$ cat src/rtl/io_arb_pkg.sv
`default_nettype none
// ============================================================================
// Module   : io_arb_pkg
// Brief    : Shared types and constants for the two-requester I/O arbiter.
// Revision : 1.0 - initial release
// ============================================================================
package io_arb_pkg;

    typedef enum logic [1:0] {
        IDLE   = 2'd0,
        ACCESS = 2'd1,
        DONE   = 2'd2
    } state_t;

    localparam logic REQ_LSU = 1'b0;
    localparam logic REQ_DBG = 1'b1;

    localparam int IO_AW = 4;
    localparam int IO_DW = 16;

endpackage
`default_nettype wire

$ cat src/rtl/io_rr_pick.sv
`default_nettype none
// ============================================================================
// Module   : io_rr_pick
// Brief    : Combinational two-way round-robin selector.
// Revision : 1.0 - initial release
// ============================================================================
module io_rr_pick
    import io_arb_pkg::*;
(
    input  logic i_req0,
    input  logic i_req1,
    input  logic i_last,
    output logic o_valid,
    output logic o_id
);

    always_comb begin
        o_valid = i_req0 | i_req1;
        // On a tie the requester that was not served last wins.
        if (i_req0 && i_req1) begin
            o_id = ~i_last;
        end else if (i_req1) begin
            o_id = REQ_DBG;
        end else begin
            o_id = REQ_LSU;
        end
    end

endmodule
`default_nettype wire

$ cat src/rtl/io_arbiter.sv
`default_nettype none
// ============================================================================
// Module   : io_arbiter
// Brief    : Round-robin arbiter with lock and wait states for the I/O port.
// Revision : 1.0 - initial release
// ============================================================================
module io_arbiter
    import io_arb_pkg::*;
#(
    parameter int WAIT_STATES = 0,
    parameter int MAX_LOCK    = 4
) (
    input  logic                 CLK,
    input  logic                 RST,
    input  logic                 REQ0,
    input  logic                 REQ1,
    input  logic                 WE0,
    input  logic                 WE1,
    input  logic [IO_AW-1:0]     A0,
    input  logic [IO_AW-1:0]     A1,
    input  logic [IO_DW-1:0]     D0,
    input  logic [IO_DW-1:0]     D1,
    input  logic                 LOCK0,
    input  logic                 LOCK1,
    output logic                 ACK0,
    output logic                 ACK1,
    output logic [IO_DW-1:0]     Q0,
    output logic [IO_DW-1:0]     Q1,
    output logic [IO_AW-1:0]     IOA,
    output logic [31:0]          IOD,
    output logic                 IOE,
    input  logic [31:0]          IOQ,
    output logic                 BUSY
);

    localparam logic [3:0] WAIT_LAST = 4'(WAIT_STATES);
    localparam logic [3:0] LOCK_MAX  = 4'(MAX_LOCK);
    localparam logic       WAIT_ZERO = (WAIT_STATES == 0);

    state_t             state_q, state_d;
    logic [3:0]         cnt_q, cnt_d;
    logic [3:0]         lock_cnt_q, lock_cnt_d;
    logic               owner_q, owner_d;
    logic               last_q, last_d;
    logic               we_q, we_d;
    logic [IO_AW-1:0]   addr_q, addr_d;
    logic [IO_DW-1:0]   wdata_q, wdata_d;
    logic [IO_DW-1:0]   q0_q, q0_d;
    logic [IO_DW-1:0]   q1_q, q1_d;
    logic               ack0_q, ack0_d;
    logic               ack1_q, ack1_d;
    logic               ioe_q, ioe_d;
    logic               busy_q, busy_d;

    logic               pick_valid;
    logic               pick_id;
    logic               sel_id;
    logic               sel_we;
    logic [IO_AW-1:0]   sel_addr;
    logic [IO_DW-1:0]   sel_wdata;
    logic               own_req;
    logic               own_lock;
    logic               other_req;
    logic               unused_ioq_hi;

    assign unused_ioq_hi = ^IOQ[31:IO_DW];

    io_rr_pick u_pick (
        .i_req0  (REQ0),
        .i_req1  (REQ1),
        .i_last  (last_q),
        .o_valid (pick_valid),
        .o_id    (pick_id)
    );

    // Fresh grants latch the picked requester; locked re-grants the owner.
    assign sel_id    = (state_q == IDLE) ? pick_id : owner_q;
    assign sel_we    = sel_id ? WE1 : WE0;
    assign sel_addr  = sel_id ? A1  : A0;
    assign sel_wdata = sel_id ? D1  : D0;
    assign own_req   = owner_q ? REQ1  : REQ0;
    assign own_lock  = owner_q ? LOCK1 : LOCK0;
    assign other_req = owner_q ? REQ0  : REQ1;

    always_comb begin
        state_d    = state_q;
        cnt_d      = cnt_q;
        lock_cnt_d = lock_cnt_q;
        owner_d    = owner_q;
        last_d     = last_q;
        we_d       = we_q;
        addr_d     = addr_q;
        wdata_d    = wdata_q;
        q0_d       = q0_q;
        q1_d       = q1_q;
        ack0_d     = 1'b0;
        ack1_d     = 1'b0;
        ioe_d      = 1'b0;
        busy_d     = busy_q;

        case (state_q)
            IDLE: begin
                if (pick_valid) begin
                    owner_d = pick_id;
                    we_d    = sel_we;
                    addr_d  = sel_addr;
                    wdata_d = sel_wdata;
                    cnt_d   = 4'd0;
                    state_d = ACCESS;
                    busy_d  = 1'b1;
                    ioe_d   = sel_we & WAIT_ZERO;
                end
            end
            ACCESS: begin
                if (cnt_q == WAIT_LAST) begin
                    state_d = DONE;
                    if (!we_q) begin
                        if (owner_q == REQ_DBG) begin
                            q1_d = IOQ[IO_DW-1:0];
                        end else begin
                            q0_d = IOQ[IO_DW-1:0];
                        end
                    end
                    ack0_d = (owner_q == REQ_LSU);
                    ack1_d = (owner_q == REQ_DBG);
                end else begin
                    cnt_d = cnt_q + 4'd1;
                    ioe_d = we_q & ((cnt_q + 4'd1) == WAIT_LAST);
                end
            end
            DONE: begin
                last_d = owner_q;
                // The lock budget is only consumed while the other side waits.
                if (own_lock && own_req && (lock_cnt_q < LOCK_MAX)) begin
                    we_d       = sel_we;
                    addr_d     = sel_addr;
                    wdata_d    = sel_wdata;
                    lock_cnt_d = lock_cnt_q + {3'b000, other_req};
                    cnt_d      = 4'd0;
                    state_d    = ACCESS;
                    ioe_d      = sel_we & WAIT_ZERO;
                end else begin
                    lock_cnt_d = 4'd0;
                    state_d    = IDLE;
                    busy_d     = 1'b0;
                end
            end
            default: begin
                state_d = IDLE;
                busy_d  = 1'b0;
            end
        endcase
    end

    always_ff @(posedge CLK) begin
        if (RST) begin
            state_q    <= IDLE;
            cnt_q      <= 4'd0;
            lock_cnt_q <= 4'd0;
            owner_q    <= REQ_LSU;
            last_q     <= REQ_DBG;
            we_q       <= 1'b0;
            addr_q     <= '0;
            wdata_q    <= '0;
            q0_q       <= '0;
            q1_q       <= '0;
            ack0_q     <= 1'b0;
            ack1_q     <= 1'b0;
            ioe_q      <= 1'b0;
            busy_q     <= 1'b0;
        end else begin
            state_q    <= state_d;
            cnt_q      <= cnt_d;
            lock_cnt_q <= lock_cnt_d;
            owner_q    <= owner_d;
            last_q     <= last_d;
            we_q       <= we_d;
            addr_q     <= addr_d;
            wdata_q    <= wdata_d;
            q0_q       <= q0_d;
            q1_q       <= q1_d;
            ack0_q     <= ack0_d;
            ack1_q     <= ack1_d;
            ioe_q      <= ioe_d;
            busy_q     <= busy_d;
        end
    end

    assign ACK0 = ack0_q;
    assign ACK1 = ack1_q;
    assign Q0   = q0_q;
    assign Q1   = q1_q;
    assign IOA  = addr_q;
    assign IOD  = {16'b0, wdata_q};
    assign IOE  = ioe_q;
    assign BUSY = busy_q;

endmodule
`default_nettype wire
$ cat config.mk
export PLATFORM = sky130hd
export DESIGN_NAME = io_arbiter
export DESIGN_NICKNAME = d
export VERILOG_FILES = /design/src/rtl/io_arb_pkg.sv /design/src/rtl/io_rr_pick.sv /design/src/rtl/io_arbiter.sv
export SDC_FILE = /design/constraint.sdc
export NUM_CORES = 1
export LEC_CHECK = 0
export BUFFER_PORTS_ARGS = -buffer_cell sky130_fd_sc_hd__buf_4
export CAP_MARGIN = 10
export CORE_MARGIN = 2
export CORE_UTILIZATION = 47
export CTS_BUF_LIST = sky130_fd_sc_hd__clkbuf_2 sky130_fd_sc_hd__clkbuf_4 sky130_fd_sc_hd__clkbuf_8
export CTS_CLUSTER_DIAMETER = 100
export CTS_CLUSTER_SIZE = 14
export DETAILED_ROUTE_END_ITERATION = 8
export PLACE_DENSITY = 0.82
export SYNTH_ARGS = -nofsm -noshare
export SYNTH_HDL_FRONTEND = slang
export SYNTH_HIERARCHICAL = 1
export SYNTH_SLANG_ARGS = --single-unit
export TNS_END_PERCENT = 100
$ cat constraint.sdc
create_clock -name CLK -period 2.2 [get_ports CLK]
set_input_delay 0.33 -clock CLK [delete_from_list [all_inputs] [get_ports CLK]]
set_output_delay 0.33 -clock CLK [all_outputs]
set_load 0.02 [all_outputs]
==> impl_metrics.tcl <==
set metrics [dict create \
    detailroute.via_count 2637 \
    crit_path_start_kind "register" \
    detail_route.vias_per_cell 5.08 \
    grt_overflow_total 0 \
    synthSimpleGateAreaFrac 0.171 \
    design.core.area_sq_um 6280 \
    worstSkewPairLatency_ns 0.34 \
    post-route-min-period_ns 2.06 \
    fmaxAchievable_mhz 485 \
    grt_pass1_wl_microns 11400 \
    power_frac_clock 0.331 \
    timing.critical_path.cells "inv_1 -> ha_1 -> or3b_1 -> buf_4 -> or4_1 -> buf_4 -> nand2_1 -> a21oi_1" \
    vdd_ir_drop_max_v 0.000465 \
    maximum_number_of_pins_on_one_net_before_global_route_repair 36 \
    cp_data_arrival_time_ns 2.27 \
    synth_top_family_by_area "simple AND/OR/NAND/NOR gates" \
    final_cell_count_no_fill 519 \
    synthCells 324 \
    critPathMaxFanout 16 \
    dieArea_sq_um 7080 \
    route.detailed.wl_per_inst_microns 13.4 \
    finish.net_count 522 \
    maxCapViolations 0 \
    critical_path.slowest_cell "or3b_1" \
    final_max_slew_viol_count 0 \
    critPathMaxStageDelay_ns 0.41 \
    number_of_global_route_vias_before_repair 2509 \
    power_switching_share 0.282 \
    cts_setup_buffers 0 \
    hold_buffers 0 \
    syn2layout_area_growth_pct 36.1 \
    clock_sink_count 69 \
    antenna_cells 0 \
    end_kind "register" \
    synth-xor-area-share 0.00290 \
    floorplan.initialDensity 0.481 \
    total_stage_count_of_the_critical_path 8 \
    grt_setup_unrepaired "no" \
    drt.antenna.violating_nets 0 \
    timing.critical_path.from "cnt_q[0]$_SDFFE_PP0P_" \
    post_cts_resized 0 \
    design.portCount 152 \
    hold_viol 0 \
    die_w_microns 84.2 \
    clk_pin_slew_worst_paths_ns 0.07 \
    cp_num_buf_inv 3 \
    worst_path_dominant_cell_family "simple AND/OR/NAND/NOR gates" \
    power.density_nw_per_um2 753 \
    grt_usage 0.197 \
    cts-root-buf "clkbuf_8" \
    fin_worst_hold_slack_ns 0.233 \
    clock_tree.buffer_depth 2 \
    critical_path.most_common_cell "buf_4" \
    r2r-end "Q0[13]$_SDFFE_PP0P_" \
    worst-endpoint-required_ns 2.41 \
    reg2reg_setup_slack_ns 0.14 \
    cts_max_level 3 \
    p_sw_uw 873 \
    post-synth-top-area-cell "dfxtp_1" \
    total_power_after_layout_mw 3.09 \
    final_cell_mix "buf_4 (127), dfxtp_1 (69), nand2_1 (38)" \
    hold_path.startpoint "IOQ[4]" \
    seqPwrFrac 0.450 \
    synthesis.yosys.warnings 6 \
    netlist.area_leader.share 0.457 \
    proportion_of_synthesized_area_in_mux_cells 0.130 \
    layout_worst_path_cycle_share 0.937 \
    worstRegToRegCells 8 \
    clock_buffer_count_from_cts 9 \
    postSynthAreaPerCell_sq_um 9.32 \
    drive_gt1_frac 0.344 \
    hold_path_class "input pin to register" \
    dr.pass1.iters 6 \
    grt_antenna_before_repair 0 \
    worst_clock_skew_ns 0.00739 \
    worstSetupPathType "register to register" \
    netlist_top_cells_area "dfxtp_1 (46%), mux2i_1 (12%), a211oi_1 (5.2%), nand2_1 (4.7%), buf_4 (4.0%)" \
    intPower_mw 2.22 \
    synth_area_sq_um 3020 \
    post-place-ws_ns 0.146 \
    leakagePower_nw 1.92 \
    chipHeight_microns 84.2 \
    rr_startpoint "cnt_q[0]$_SDFFE_PP0P_" \
    count_of_buffers_from_port_buffering 119 \
    synth_compound_area_frac 0.125 \
    report.final.setup_viol 0 \
    worst_setup_path_endpoint "Q0[13]$_SDFFE_PP0P_" \
    totalWireLength_microns 6940 \
    tritoncts_clock_tree "built" \
    yosysUniqueCellTypes 41 \
    post-place-cells 503 \
    setup-tns-final_ns 0 \
    leading_cell_type_in_the_layout_fill_and_taps_excluded "buf_4" \
    power.share.combinational 0.219 \
    setup_slack_ns 0.139 \
    synth_sequential_area_ratio 0.457 \
    std_cell_rows 29 \
    synth_adder_area_share 0.0207 \
    number_of_remaining_drc_errors 0 \
    drt-initial-drc-count 61 \
    routabilityCongestion 0.742 \
    dpl.hpwl_microns 5130 \
    result_of_the_run "finished clean" \
    synth.ff_latch_count 69 \
]
[through the flow]
step	instance area, sq um	util
after CTS	4110	0.655
after detailed placement	3910	0.623
after floorplan	3080	-
final	4110	0.655
after global placement	3910	0.623
after global routing	4110	0.655
[registers in the layout, indices dropped and copies added (netlist names)]
name and cells:
cnt_q 4, ACK0 1, wdata_q 16, state_q 2, IOE 1, we_q 1, owner_q 1, IOA 4
ACK1 1, last_q 1, lock_cnt_q 4, Q1 16, Q0 16, BUSY 1
[worst reg2reg max path, cell delays in order, from the launching register on]
cell and delay, ns:
dfxtp_1 0.35, inv_1 0.10, ha_1 0.16, or3b_1 0.41, buf_4 0.18, or4_1 0.39
buf_4 0.21, nand2_1 0.09, a21oi_1 0.07
[synth_stat cells, drive strengths merged]
| cell | n |
|---|---|
| a21oi | 21 |
| nor3b | 2 |
| xor2 | 1 |
| nor2 | 25 |
| ha | 5 |
| or3b | 1 |
| or2 | 3 |
| a41o | 1 |
| and2b | 1 |
| o21bai | 1 |
| a211oi | 21 |
| nor2b | 2 |
| o21ai | 1 |
| conb | 1 |
| nand2 | 38 |
| buf | 28 |
| mux2i | 37 |
| inv | 4 |
| a22oi | 3 |
| a21boi | 1 |
| o211ai | 1 |
| nand3 | 4 |
| nor3 | 23 |
| a2111oi | 1 |
| or4 | 2 |
| nor4 | 3 |
| o32ai | 2 |
| and3 | 1 |
| clkbuf | 14 |
| o32a | 1 |
| dfxtp | 69 |
| nand2b | 2 |
| nand4 | 2 |
| mux2 | 2 |
[worst min path at each step]
stage / to / slack (ns) / cells past startpoint
3_5_place_dp: Q0[10]$_SDFFE_PP0P_ / 0.45 / 2
3_3_place_gp: Q0[8]$_SDFFE_PP0P_ / 0.44 / 2
2_1_floorplan: lock_cnt_q[3]$_SDFFE_PP0N_ / 0.44 / 1
6_report: Q1[4]$_SDFFE_PP0P_ / 0.23 / 3
5_1_grt: Q1[9]$_SDFFE_PP0P_ / 0.22 / 3
4_1_cts: Q1[0]$_SDFFE_PP0P_ / 0.22 / 3
[power groups by stage]
stage                     Clock (mW)  Sequential [mW]  Combinational, mW
after detailed placement           0             1.42              0.679
after global placement             0             1.42              0.669
final                           1.02             1.39              0.677
after CTS                       1.06             1.39              0.681
after floorplan                    0             1.51              0.320
after global routing            1.12             1.40              0.730
[per-layer routing]
metal  routed length, microns  GRT usage
met5                        0          0
met4                       75     0.0733
met3                      673     0.0649
met2                     3310      0.333
met1                     2890      0.234
[cells by family after synthesis]
family	after synthesis
other	1
AOI/OAI and AO/OA	54
adders and majority gates	5
and+or+nand+nor	109
DFF	69
buffers and inverters	46
muxes	39
xor gates and xnor gates	1
[area by class of cell]
class	count	area, sq um
Multi-Input combinational cell	224	1430
Fill cell	496	2170
Inverter	4	15.0
Tap cell	77	96.3
Sequential cell	69	1380
Clock inverter	4	47.5
Timing Repair Buffer	129	993
Clock buffer	12	153
Note: power is estimated with default switching activity, not from simulation.
